--- src/rtl/hack_kbd_ps2.sv ---
// PS/2 scan code set 2 receiver feeding the Hack keyboard register (key_out/key_ld).
// Optional odd-parity enforcement: define HACK_KBD_PARITY_CHECK_EN.
module hack_kbd_ps2 #(
  parameter int TIMEOUT_CYCLES = 50000
) (
  input  logic        clk,
  input  logic        rst,
  input  logic        ps2_clk,
  input  logic        ps2_data,
  output logic [15:0] key_out,
  output logic        key_ld,
  output logic        frame_err
);

  localparam int TW = $clog2(TIMEOUT_CYCLES + 1);

  typedef enum logic [1:0] {IDLE, DATA, PARITY, STOP} state_t;

  state_t      state;
  logic [1:0]  clk_sync, data_sync;
  logic        clk_prev;
  logic        fall, bit_in;
  logic [7:0]  shift;
  logic [2:0]  bit_cnt;
  logic [TW-1:0] to_cnt;
  logic        byte_vld;
  logic [7:0]  byte_q;
  logic        ext, brk;
  logic [7:0]  code;
  logic        parity_ok;

  function automatic logic [7:0] map_norm(input logic [7:0] sc);
    case (sc)
      8'h1C: map_norm = 8'd65;  8'h32: map_norm = 8'd66;  8'h21: map_norm = 8'd67;
      8'h23: map_norm = 8'd68;  8'h24: map_norm = 8'd69;  8'h2B: map_norm = 8'd70;
      8'h34: map_norm = 8'd71;  8'h33: map_norm = 8'd72;  8'h43: map_norm = 8'd73;
      8'h3B: map_norm = 8'd74;  8'h42: map_norm = 8'd75;  8'h4B: map_norm = 8'd76;
      8'h3A: map_norm = 8'd77;  8'h31: map_norm = 8'd78;  8'h44: map_norm = 8'd79;
      8'h4D: map_norm = 8'd80;  8'h15: map_norm = 8'd81;  8'h2D: map_norm = 8'd82;
      8'h1B: map_norm = 8'd83;  8'h2C: map_norm = 8'd84;  8'h3C: map_norm = 8'd85;
      8'h2A: map_norm = 8'd86;  8'h1D: map_norm = 8'd87;  8'h22: map_norm = 8'd88;
      8'h35: map_norm = 8'd89;  8'h1A: map_norm = 8'd90;
      8'h45: map_norm = 8'd48;  8'h16: map_norm = 8'd49;  8'h1E: map_norm = 8'd50;
      8'h26: map_norm = 8'd51;  8'h25: map_norm = 8'd52;  8'h2E: map_norm = 8'd53;
      8'h36: map_norm = 8'd54;  8'h3D: map_norm = 8'd55;  8'h3E: map_norm = 8'd56;
      8'h46: map_norm = 8'd57;
      8'h29: map_norm = 8'd32;  8'h5A: map_norm = 8'd128; 8'h66: map_norm = 8'd129;
      8'h76: map_norm = 8'd140;
      8'h05: map_norm = 8'd141; 8'h06: map_norm = 8'd142; 8'h04: map_norm = 8'd143;
      8'h0C: map_norm = 8'd144; 8'h03: map_norm = 8'd145; 8'h0B: map_norm = 8'd146;
      8'h83: map_norm = 8'd147; 8'h0A: map_norm = 8'd148; 8'h01: map_norm = 8'd149;
      8'h09: map_norm = 8'd150; 8'h78: map_norm = 8'd151; 8'h07: map_norm = 8'd152;
      default: map_norm = 8'd0;
    endcase
  endfunction

  function automatic logic [7:0] map_ext(input logic [7:0] sc);
    case (sc)
      8'h6B: map_ext = 8'd130;  8'h75: map_ext = 8'd131;  8'h74: map_ext = 8'd132;
      8'h72: map_ext = 8'd133;  8'h6C: map_ext = 8'd134;  8'h69: map_ext = 8'd135;
      8'h7D: map_ext = 8'd136;  8'h7A: map_ext = 8'd137;  8'h70: map_ext = 8'd138;
      8'h71: map_ext = 8'd139;
      default: map_ext = 8'd0;
    endcase
  endfunction

  // Clearing clk_prev on reset keeps a high idle line from looking like an edge.
  always_ff @(posedge clk) begin
    if (rst) begin
      clk_sync  <= 2'b00;
      data_sync <= 2'b00;
      clk_prev  <= 1'b0;
    end else begin
      // NOTE: non-blocking assignments make every stage sample the previous value, giving a true shift chain.
      clk_sync  <= {clk_sync[0], ps2_clk};
      data_sync <= {data_sync[0], ps2_data};
      clk_prev  <= clk_sync[1];
    end
  end

  assign fall   = clk_prev & ~clk_sync[1];
  assign bit_in = data_sync[1];

`ifdef HACK_KBD_PARITY_CHECK_EN
  logic parity_bit;
  assign parity_ok = ^{shift, parity_bit};
`else
  assign parity_ok = 1'b1;
`endif

  always_ff @(posedge clk) begin
    if (rst) begin
      state     <= IDLE;
      shift     <= 8'h00;
      bit_cnt   <= 3'd0;
      to_cnt    <= '0;
      byte_vld  <= 1'b0;
      byte_q    <= 8'h00;
      frame_err <= 1'b0;
`ifdef HACK_KBD_PARITY_CHECK_EN
      parity_bit <= 1'b0;
`endif
    end else begin
      byte_vld  <= 1'b0;
      frame_err <= 1'b0;
      if (state == IDLE || fall) to_cnt <= '0;
      else                       to_cnt <= to_cnt + TW'(1);

      // An edge in the same cycle as expiry wins: the frame keeps going.
      if (state != IDLE && !fall && to_cnt == TW'(TIMEOUT_CYCLES - 1)) begin
        state     <= IDLE;
        frame_err <= 1'b1;
        to_cnt    <= '0;
      end else if (fall) begin
        case (state)
          IDLE: if (!bit_in) begin
            state   <= DATA;
            bit_cnt <= 3'd0;
          end
          DATA: begin
            shift   <= {bit_in, shift[7:1]};
            bit_cnt <= bit_cnt + 3'd1;
            if (bit_cnt == 3'd7) state <= PARITY;
          end
          PARITY: begin
`ifdef HACK_KBD_PARITY_CHECK_EN
            parity_bit <= bit_in;
`endif
            state <= STOP;
          end
          STOP: begin
            state <= IDLE;
            if (bit_in && parity_ok) begin
              byte_vld <= 1'b1;
              byte_q   <= shift;
            end else begin
              frame_err <= 1'b1;
            end
          end
          default: state <= IDLE;
        endcase
      end
    end
  end

  assign code = ext ? map_ext(byte_q) : map_norm(byte_q);

  always_ff @(posedge clk) begin
    if (rst) begin
      ext     <= 1'b0;
      brk     <= 1'b0;
      key_out <= 16'h0000;
      key_ld  <= 1'b0;
    end else begin
      key_ld <= 1'b0;
      if (byte_vld) begin
        case (byte_q)
          8'hE0: ext <= 1'b1;
          8'hF0: brk <= 1'b1;
          default: begin
            ext <= 1'b0;
            brk <= 1'b0;
            // Breaks only release the key currently shown; repeats of it stay silent.
            if (code != 8'd0) begin
              if (brk) begin
                if (key_out == {8'h00, code}) begin
                  key_out <= 16'h0000;
                  key_ld  <= 1'b1;
                end
              end else if (key_out != {8'h00, code}) begin
                key_out <= {8'h00, code};
                key_ld  <= 1'b1;
              end
            end
          end
        endcase
      end
    end
  end

endmodule

--- config.mk ---
export PLATFORM = sky130hd
export DESIGN_NAME = hack_kbd_ps2
export DESIGN_NICKNAME = d
export VERILOG_FILES = /design/src/rtl/hack_kbd_ps2.sv
export SDC_FILE = /design/constraint.sdc
export NUM_CORES = 1
export LEC_CHECK = 0
export BUFFER_PORTS_ARGS = -buffer_cell sky130_fd_sc_hd__buf_2
export CORE_MARGIN = 1
export CORE_UTILIZATION = 45
export CTS_CLUSTER_SIZE = 20
export DETAILED_ROUTE_END_ITERATION = 7
export GPL_ROUTABILITY_DRIVEN = 0
export PLACE_DENSITY = 0.65
export SLEW_MARGIN = 20
export SYNTH_ARGS = -nofsm -noshare
export SYNTH_HDL_FRONTEND = slang
export SYNTH_SLANG_ARGS = --single-unit
--- constraint.sdc ---
create_clock -name clk -period 3.79 [get_ports clk]
set_clock_uncertainty 0.1 [all_clocks]
set_input_delay 0.1895 -clock clk [delete_from_list [all_inputs] [get_ports clk]]
set_output_delay 0.1895 -clock clk [all_outputs]
set_load 0.01 [all_outputs]
[After elaboration in Yosys (flattened, before gate mapping)]
Memories as Yosys holds them, arrays and structs flattened. A register that Yosys moved wholly into a read port is not among the register bits.
Cells that the tools add are included.
Cells by class
  $add $sub $neg: 2
  multipliers: 0
  divide/modulo/power cells: 0
  magnitude comparators: 0
  equal/unequal tests: 22
  shift-type cells: 0
  multiplexer cells: 22
  bitwise gates (word level): 10
  reductions and logical operators: 21
Operators by type and width (number)
  $eq A8 B7 Y1 const B: 10
  $pmux W8 S10: 1
  $mux W16: 3
  $mux W8: 3
  $add A16 B1 Y16 const B: 1
  $eq A16 B16 Y1 const B: 1
  $eq A16 B8 Y1: 1
  $eq A8 B8 Y1 const B: 2
  $ne A16 B8 Y1: 1
  $not A1 Y1: 9
  $mux W1: 8
  $pmux W2 S4: 1
  $reduce_and A4 Y1: 2
  $reduce_bool A8 Y1: 1
  $pmux W3 S2: 1
  $reduce_and A3 Y1: 2
  $reduce_bool A2 Y1: 3
  $reduce_and A5 Y1: 1
  $reduce_or A5 Y1: 1
  $eq A2 B2 Y1 const B: 2
  $mux W2: 2
  $ne A2 B2 Y1 const B: 2
  $pmux W1 S2: 2
  $reduce_and A2 Y1: 2
  other kinds (13): 15
Storage, ports and cells
  register bits after elaboration: 63
  bits in latches: 0
  memory bits (writable): 0
  memory bits (read-only): 2048
  output and inout bits: 18
  logic and storage cells: 92
  memories kept: 1
Memory list
  (name not given): words 256, bits a word 8, rd ports 1, clocked after memory_dff 1, wr ports 0, RTL line 33  | case (sc)

[Longest topological paths before layout]
Gate-level depths: netlist of the first run.
  depth after elaboration: 9
  gate-level depth with buffers: 13

[Worst setup path before layout of the first run]
No wires, ideal clock.
  path type: register -> register
  start point: reg byte_q[2]
  end point: reg key_out[0]
  library setup time: 0.121 ns
  arrival: 2.785 ns
  path slack: 0.785 ns
  stages on the path, launching flop included: 12
  cells stage by stage: dfxtp_1 clkbuf_2 or3b_2 o21ai_0 o221ai_1 xnor2_1 nor4_1 nand3_1 ha_1 nor3b_1 nand2_4 mux2_2
On the way
  cells in the longest elaborated chain, start to end: 6
  elaborated cells between the ends (all ways): 24
RTL lines
  start: declaration: RTL line 27  | logic [7:0] byte_q;
  start signal: assignment: RTL line 135  | byte_q <= shift;
  $eq A8 B7 Y1: RTL line 58  | case (sc)
  $pmux W8 S10: RTL line 58
  $mux W8: RTL line 146  | assign code = ext ? map_ext(byte_q) : map_norm(byte_q);
  $eq A16 B8 Y1 / $ne A16 B8 Y1 (equally long branches): RTL line 166, 170
  $ne A2 B1 Y1 (no line) / $reduce_bool A2 Y1 (equally long branches)
  $reduce_and A5 Y1 (no line)
  end signal: assignment: RTL line 171  | key_out <= {8'h00, code};
  end: declaration: RTL line 10  | output logic [15:0] key_out,
Parallel ways exist; a longest one is shown, timed or not. The select of a mux whose other input is x is not followed.
A chain may end at the register's enable or synchronous reset.

[Final worst setup path of the first run]
  start point: reg byte_q[0]
  end point: reg key_out[1]
Same word-level chain as after synthesis.

==> results of run 1 <==
worst register-to-register path: stages, from the launching register on:
cell and delay (ps):
dfxtp_1 630, nand2b_1 230, or4b_1 450, a31o_2 290
xnor2_1 120, nor4_1 290, nand3_1 140, ha_1 210
nor3b_1 400, nand2_4 170, mux2_2 310
metal layers:
metal,vias to the layer above,global-route usage [%],wire [microns]
met4,0,14.8,445
met5,-,0,0
met3,45,4.31,629
met1,1897,29.1,5040
met2,189,34.5,4970
li1,1942,-,-
power groups by stage:
stage / registers, mW / clock network (mW) / logic [mW]
after global routing: 0.667 / 0.620 / 0.0348
after global placement: 0.682 / 0 / 0.0291
after CTS: 0.667 / 0.594 / 0.0311
after detailed placement: 0.682 / 0 / 0.0293
final: 0.667 / 0.574 / 0.0311
after floorplan: 0.681 / 0 / 0.0296
layout by cell type, fill, tap and decap left out, types with 4 or more instances in the layout:
| master | n |
|---|---|
| o22ai_1 | 4 |
| nand4_1 | 9 |
| nand2b_1 | 7 |
| nand2_1 | 39 |
| nand3_1 | 15 |
| a211oi_1 | 5 |
| xnor2_1 | 13 |
| mux2i_1 | 22 |
| nor3b_1 | 15 |
| inv_1 | 21 |
| nor2_1 | 51 |
| buf_2 | 13 |
| nor3_1 | 21 |
| buf_4 | 9 |
| nor2b_1 | 22 |
| nand4b_1 | 5 |
| nand3b_1 | 6 |
| clkbuf_8 | 11 |
| mux2i_4 | 5 |
| xor2_1 | 8 |
| a31oi_1 | 5 |
| dfxtp_1 | 62 |
| o21ai_0 | 12 |
| conb_1 | 8 |
| a21oi_1 | 22 |
| inv_2 | 4 |
| o211ai_1 | 6 |
| o21bai_1 | 5 |
| and3_1 | 6 |
| a21boi_0 | 4 |
| ha_1 | 16 |
| a22oi_1 | 5 |
| mux2_2 | 13 |
cell type report:
class / instances / area share [%]
multi-input cells: 418 / 61.2
inverters: 25 / 1.95
clock inverters: 4 / 0.935
flip-flops and latches: 63 / 26.2
clock buffers: 11 / 3.14
repair buffers: 24 / 3.17
well taps: 133 / 3.45
through the flow:
step           utilization, %  setup slack [ps]  std cells  power, mW  hold slack, ps
5_1_grt                  49.5              41.3        678       1.32             370
6_report                 49.5               329        678       1.27             355
3_5_place_dp             47.3               363        661      0.711             311
4_1_cts                  49.5               353        678       1.29             359
2_1_floorplan               -               785        546      0.711             218
3_3_place_gp             47.3               447        661      0.711             308
logic make-up after synthesis:
family	share of synthesized area [%]
multiplexers	11.3
AO/OA/AOI/OAI	17.9
XOR/XNOR	4.08
other	0.0832
flip-flops	28.0
buffers and inverters	7.19
AND/OR/NAND/NOR	27.1
adder cells (fa/ha/maj)	4.44
worst paths after layout:
check | start | end | slack, ps | cells after the start
worst max-delay path | byte_q[0]$_SDFFE_PP0N_ | key_out[1]$_SDFFE_PP0P_ | 330 | 10
worst min-delay path | data_sync[0]$_SDFF_PP0_ | data_sync[1]$_SDFF_PP0_ | 350 | 1
worst max register to register | byte_q[0]$_SDFFE_PP0N_ | key_out[1]$_SDFFE_PP0P_ | 330 | 10
worst min register to register | data_sync[0]$_SDFF_PP0_ | data_sync[1]$_SDFF_PP0_ | 350 | 1
repair_timing:
action                                 in CTS  in global routing
hold buffers                                2                  0
gates resized for setup                     0                  1
setup endpoints to repair                   0                  3
endpoints found under the hold margin       2                  0
==> results by group, run 1 <==
Pwr
  – Cell Int Power: 1.01 mW
  – LEAKAGE: 1.85 nW
  – Power share of the clock group: 45.1%
  – Switch Pwr: 0.267 mW
  – Worst vdd ir: 0.000226 V
  – Pwr/cell area: 264 nW/um^2
  – Logic pwr share: 2.4%
  – Sequential Power Share: 52.4%
  – Net Sw Frac: 21.0%

Synthesis
  – Post-Syn Instances: 539
  – Seq/Total Area, Yosys: 28.0%
  – Cell variety after synth: 77
  – Most common cell in the netlist: dfxtp_1
  – Top FF cell, synth: dfxtp_1
  – Synth top area cells: dfxtp_1, mux2i_1, ha_1, nor2_1, mux2_2
  – Area leader, netlist: dfxtp_1
  – Ys async rst share: 0%
  – Most frequent cells after synthesis: dfxtp_1, nor2_1, nand2_1
  – Post-synthesis register bit count: 63
  – Synthesized cell area: 4510 sq um
  – Warnings, synthesis: 0
  – Syn avg cell area: 8.36 sq um
  – Share of the synthesized area in the top cell type: 28.0%
  – EDFF count, synth: 0

STA
  – Final hold violation count: 0
  – Max_slew headroom: 59.0%
  – Final setup viols: 0
  – Pins Over Slew Limit: 0
  – Fmax: 289 MHz
  – TNS Setup: 0 ps
  – Worst slew pin tran: 615 ps
  – Fin crit period: 3460 ps
  – Fin crit share: 91.3%
  – RSZ-0062 raised after global routing: false

Detailed routing
  – Initial DRC Count: 355
  – Detailed-route DRC error count: 0
  – WL final: 11100 microns
  – Antenna viol nets, final: 0
  – Routed len/inst: 16.4 microns
  – Via/cell ratio: 6.01
  – Detailed Routing Iterations Pass 1: 5
  – Vias: 4073

Floorplan
  – Die height: 102 microns
  – Initial Util: 46.3%
  – I/O pin cnt: 22
  – Die extent in x: 102 microns
  – Rows: 36
  – Core footprint: 9730 sq um
  – Die area: 10400 sq um

Worst setup path
  – Worst-path cell chain: nand2b_1 -> or4b_1 -> a31o_2 -> xnor2_1 -> nor4_1 -> nand3_1 -> ha_1 -> nor3b_1 -> nand2_4 -> mux2_2
  – Kind of critical path: reg -> reg
  – Crit path max-delay family: simple AND/OR/NAND/NOR gates
  – Crit-path slowest cell: dfxtp_1
  – Nature of the critical path startpoint: flip-flop
  – Critical Path RT: 3920 ps
  – Worst Path Max Fanout: 17
  – Crit path DAT: 3590 ps
  – CP max stage delay: 630 ps
  – Crit. End Element: flip-flop
  – Number of buffers and inverters on the critical path: 0

Run status
  – Status: finished clean

Finish
  – Layout cells sized above 1: 13.8%
  – Area occupied by multi-input gates: 2950 sq um
  – Register area: 1260 sq um
  – Post-layout net count: 561
  – Area Growth Syn to Fin: 6.94%
  – Fillers: 950
  – ANT cells: 0
  – Fin area: 4820 sq um

CTS
  – Clk buf depth: 2
  – Root Buffer: clkbuf_8
  – Setup bufs post-CTS: 0
  – CTS tree: yes
  – H-tree depth: 3
  – Worst-Skew Late Latency: 340 ps
  – Clk pin slew, worst setup/hold paths: 70 ps
  – Total CTS buffers: 9
  – Clock sink count: 63

Global routing
  – First-pass GRT wire length: 18300 microns
  – Vias in the first global route: 3769
  – Congestion Overflow GR: 0
  – Largest net degree at the start of global routing: 39
  – Number of antenna violations at the first check in global routing: 0
  – Total Routing Usage GR: 22.6%

Placement
  – PortBufs: 13
  – Dpl hpwl: 8010 microns
  – Placed instance area: 4600 sq um

Flow run
  – Max-cap viol count: 0

Min path
  – Hold Crit Class: reg -> reg
Note: power is estimated with default switching activity, not from simulation.
==> run 2: changes to the inputs <==
--- a/config.mk
+++ b/config.mk
@@ -6,12 +6,13 @@
 export NUM_CORES = 1
 export LEC_CHECK = 0
 export BUFFER_PORTS_ARGS = -buffer_cell sky130_fd_sc_hd__buf_2
+export CORE_ASPECT_RATIO = 0.9
 export CORE_MARGIN = 1
 export CORE_UTILIZATION = 45
 export CTS_CLUSTER_SIZE = 20
 export DETAILED_ROUTE_END_ITERATION = 7
 export GPL_ROUTABILITY_DRIVEN = 0
-export PLACE_DENSITY = 0.65
+export PLACE_DENSITY = 0.67
 export SLEW_MARGIN = 20
 export SYNTH_ARGS = -nofsm -noshare
 export SYNTH_HDL_FRONTEND = slang
==> constraint.sdc (replaced) <==
create_clock -name clk -period 2.9 [get_ports clk]
set_clock_uncertainty 0.1 [all_clocks]
set_input_delay 0.145 -clock clk [delete_from_list [all_inputs] [get_ports clk]]
set_output_delay 0.145 -clock clk [all_outputs]
set_load 0.01 [all_outputs]
==> results by group, run 2 (synthesis gave the netlist of run 1 again) <==
STA
  – Pins Over Slew Limit: 0 (unchanged)
  – TNS Setup: 0 ps (unchanged)
  – Fmax: 357 MHz (was 289 MHz)
  – Worst slew pin tran: 585 ps (was 615 ps)
  – Final hold violation count: 0 (unchanged)
  – Max_slew headroom: 59.9% (was 59.0%)
  – Final setup viols: 0 (unchanged)
  – Fin crit share: 96.5% (was 91.3%)
  – Hold WS: 303 ps (was 355 ps)
  – Fin crit period: 2800 ps (was 3460 ps)

Pwr
  – Switch Pwr: 0.388 mW (was 0.267 mW)
  – Cell Int Power: 1.36 mW (was 1.01 mW)
  – Sequential Power Share: 49.5% (was 52.4%)
  – Pwr/cell area: 333 nW/um^2 (was 264 nW/um^2)
  – Net Sw Frac: 22.2% (was 21.0%)
  – Power share of the clock group: 47.9% (was 45.1%)
  – Logic pwr share: 2.6% (was 2.4%)
  – LEAKAGE: 2.08 nW (was 1.85 nW)
  – Worst vdd ir: 0.000356 V (was 0.000226 V)

Worst setup path
  – Crit path max-delay family: compound AO/OA/AOI/OAI gates (was simple AND/OR/NAND/NOR gates)
  – Nature of the critical path startpoint: flip-flop (unchanged)
  – Crit-path slowest cell: mux2_2 (was dfxtp_1)
  – Worst-path cell chain: ha_1 -> and4b_2 -> buf_4 -> mux2_2 -> a211oi_1 -> o211ai_1 -> and3_1 -> o221a_2 (was nand2b_1 -> or4b_1 -> a31o_2 -> xnor2_1 -> nor4_1 -> nand3_1 -> ha_1 -> nor3b_1 -> nand2_4 -> mux2_2)
  – Kind of critical path: reg -> reg (unchanged)
  – CP max stage delay: 450 ps (was 630 ps)
  – Critical Path RT: 3020 ps (was 3920 ps)
  – Number of buffers and inverters on the critical path: 1 (was 0)
  – Worst Path Max Fanout: 19 (was 17)
  – Crit path DAT: 2920 ps (was 3590 ps)
  – Crit. End Element: flip-flop (unchanged)

Detailed routing
  – Detailed Routing Iterations Pass 1: 5 (unchanged)
  – Antenna viol nets, final: 0 (unchanged)
  – Detailed-route DRC error count: 0 (unchanged)
  – WL final: 11800 microns (was 11100 microns)
  – Routed len/inst: 16.5 microns (was 16.4 microns)
  – Initial DRC Count: 528 (was 355)
  – Vias: 4180 (was 4073)
  – Via/cell ratio: 5.84 (was 6.01)

Finish
  – Register area: 1270 sq um (was 1260 sq um)
  – Area Growth Syn to Fin: 16.8% (was 6.94%)
  – Post-layout net count: 605 (was 561)
  – Commonest non-fill, non-tap cells in the layout: dfxtp_1, buf_4, nor2_1 (was dfxtp_1, nor2_1, nand2_1)
  – Layout cells sized above 1: 23.2% (was 13.8%)
  – Most common cell after layout, fill and taps aside: dfxtp_1 (unchanged)
  – Fillers: 893 (was 950)
  – ANT cells: 0 (unchanged)
  – Area occupied by multi-input gates: 3030 sq um (was 2950 sq um)
  – Layout Utilization: 54.3% (was 49.5%)
  – Fin area: 5270 sq um (was 4820 sq um)

Global routing
  – Vias in the first global route: 4006 (was 3769)
  – Largest net degree at the start of global routing: 36 (was 39)
  – Number of antenna violations at the first check in global routing: 0 (unchanged)
  – First-pass GRT wire length: 19600 microns (was 18300 microns)
  – Total Routing Usage GR: 23.3% (was 22.6%)
  – Congestion Overflow GR: 0 (unchanged)

Floorplan
  – Die height: 96.9 microns (was 102 microns)
  – I/O pin cnt: 22 (unchanged)
  – Core footprint: 9700 sq um (was 9730 sq um)
  – Rows: 34 (was 36)
  – Initial Util: 46.5% (was 46.3%)
  – Die extent in x: 107 microns (was 102 microns)
  – Die area: 10400 sq um (about the same)

CTS
  – H-tree depth: 3 (unchanged)
  – Worst-Skew Late Latency: 350 ps (was 340 ps)
  – Clock sink count: 63 (unchanged)
  – Clk buf depth: 2 (unchanged)
  – Root Buffer: clkbuf_8 (unchanged)
  – Clk pin slew, worst setup/hold paths: 70 ps (about the same)
  – Total CTS buffers: 9 (unchanged)
  – CTS tree: yes (unchanged)

Min path
  – Hold Crit Class: in -> reg (was reg -> reg)

Placement
  – Placed instance area: 4900 sq um (was 4600 sq um)
  – PortBufs: 13 (unchanged)
  – Dpl hpwl: 8520 microns (was 8010 microns)

Run status
  – Status: finished clean (unchanged)

Flow run
  – Max-cap viol count: 0 (unchanged)
-- run 2: cell types whose count changed in the layout (fill, tap and decap cells not counted), sizes merged --
| cell | delta |
|---|---|
| buf | +44 |
| bufinv | +1 |
| clkbuf | -2 |
| clkinvlp | +2 |
-- run 2: power groups by stage --
stage | Clock, mW | Sequential (mW) | Combinational [mW]
2_1_floorplan | 0 | 0.890 | 0.0387
3_3_place_gp | 0 | 0.890 | 0.0406
3_5_place_dp | 0 | 0.891 | 0.0416
4_1_cts | 0.858 | 0.871 | 0.0438
5_1_grt | 0.892 | 0.868 | 0.0488
6_report | 0.839 | 0.868 | 0.0447
-- run 2: through the flow --
step                worst slack (ps)  power, mW  cells
floorplan                       8.06      0.929    546
global placement                90.7      0.931    694
detailed placement             -38.3      0.932    694
CTS                             4.50       1.77    712
global route                   -19.5       1.81    716
finish                           102       1.75    716
-- run 2: worst paths after layout --
path	start	depth (start not counted)	slack, ps	endpoint
max	state[1]$_SDFFE_PP0P_	8	100	flip-flop
min	rst	3	300	shift[5]$_SDFFE_PP0P_
max reg2reg	state[1]$_SDFFE_PP0P_	8	100	flip-flop
min reg2reg	data_sync[0]$_SDFF_PP0_	1	360	data_sync[1]$_SDFF_PP0_
-- run 2: routing by layer --
| metal | up-vias | GRT usage, % | wire length [microns] |
|---|---|---|---|
| li1 | 2041 | - | - |
| met1 | 1944 | 31.8 | 5500 |
| met2 | 158 | 34.5 | 5210 |
| met3 | 37 | 5.59 | 774 |
| met4 | 0 | 10.3 | 342 |
| met5 | - | 0 | 0 |
-- run 2: worst register-to-register path, delay by kind of cell (launching register included) --
family,cells,cell delay (ps)
and+or+nand+nor,2,520
muxes,1,450
adders and majority gates,1,180
AOI/OAI and AO/OA,3,710
DFF,1,390
buffers and inverters,1,330
-- run 2: repair_timing --
action,4_1_cts,5_1_grt
hold endpoints to repair,2,0
buffers inserted,0,4
gates resized for setup,3,21
pin swaps,2,7
setup endpoints to repair,8,14
hold buffers,2,0
-- run 2: layout make-up --
type | instances | area share [%]
timing repair buffer | 68 | 9.24
sequential | 63 | 24.2
tap | 126 | 2.99
clock inverter | 7 | 1.85
inverter | 25 | 1.78
multi-input combinational | 418 | 57.6
clock buffer | 9 | 2.35
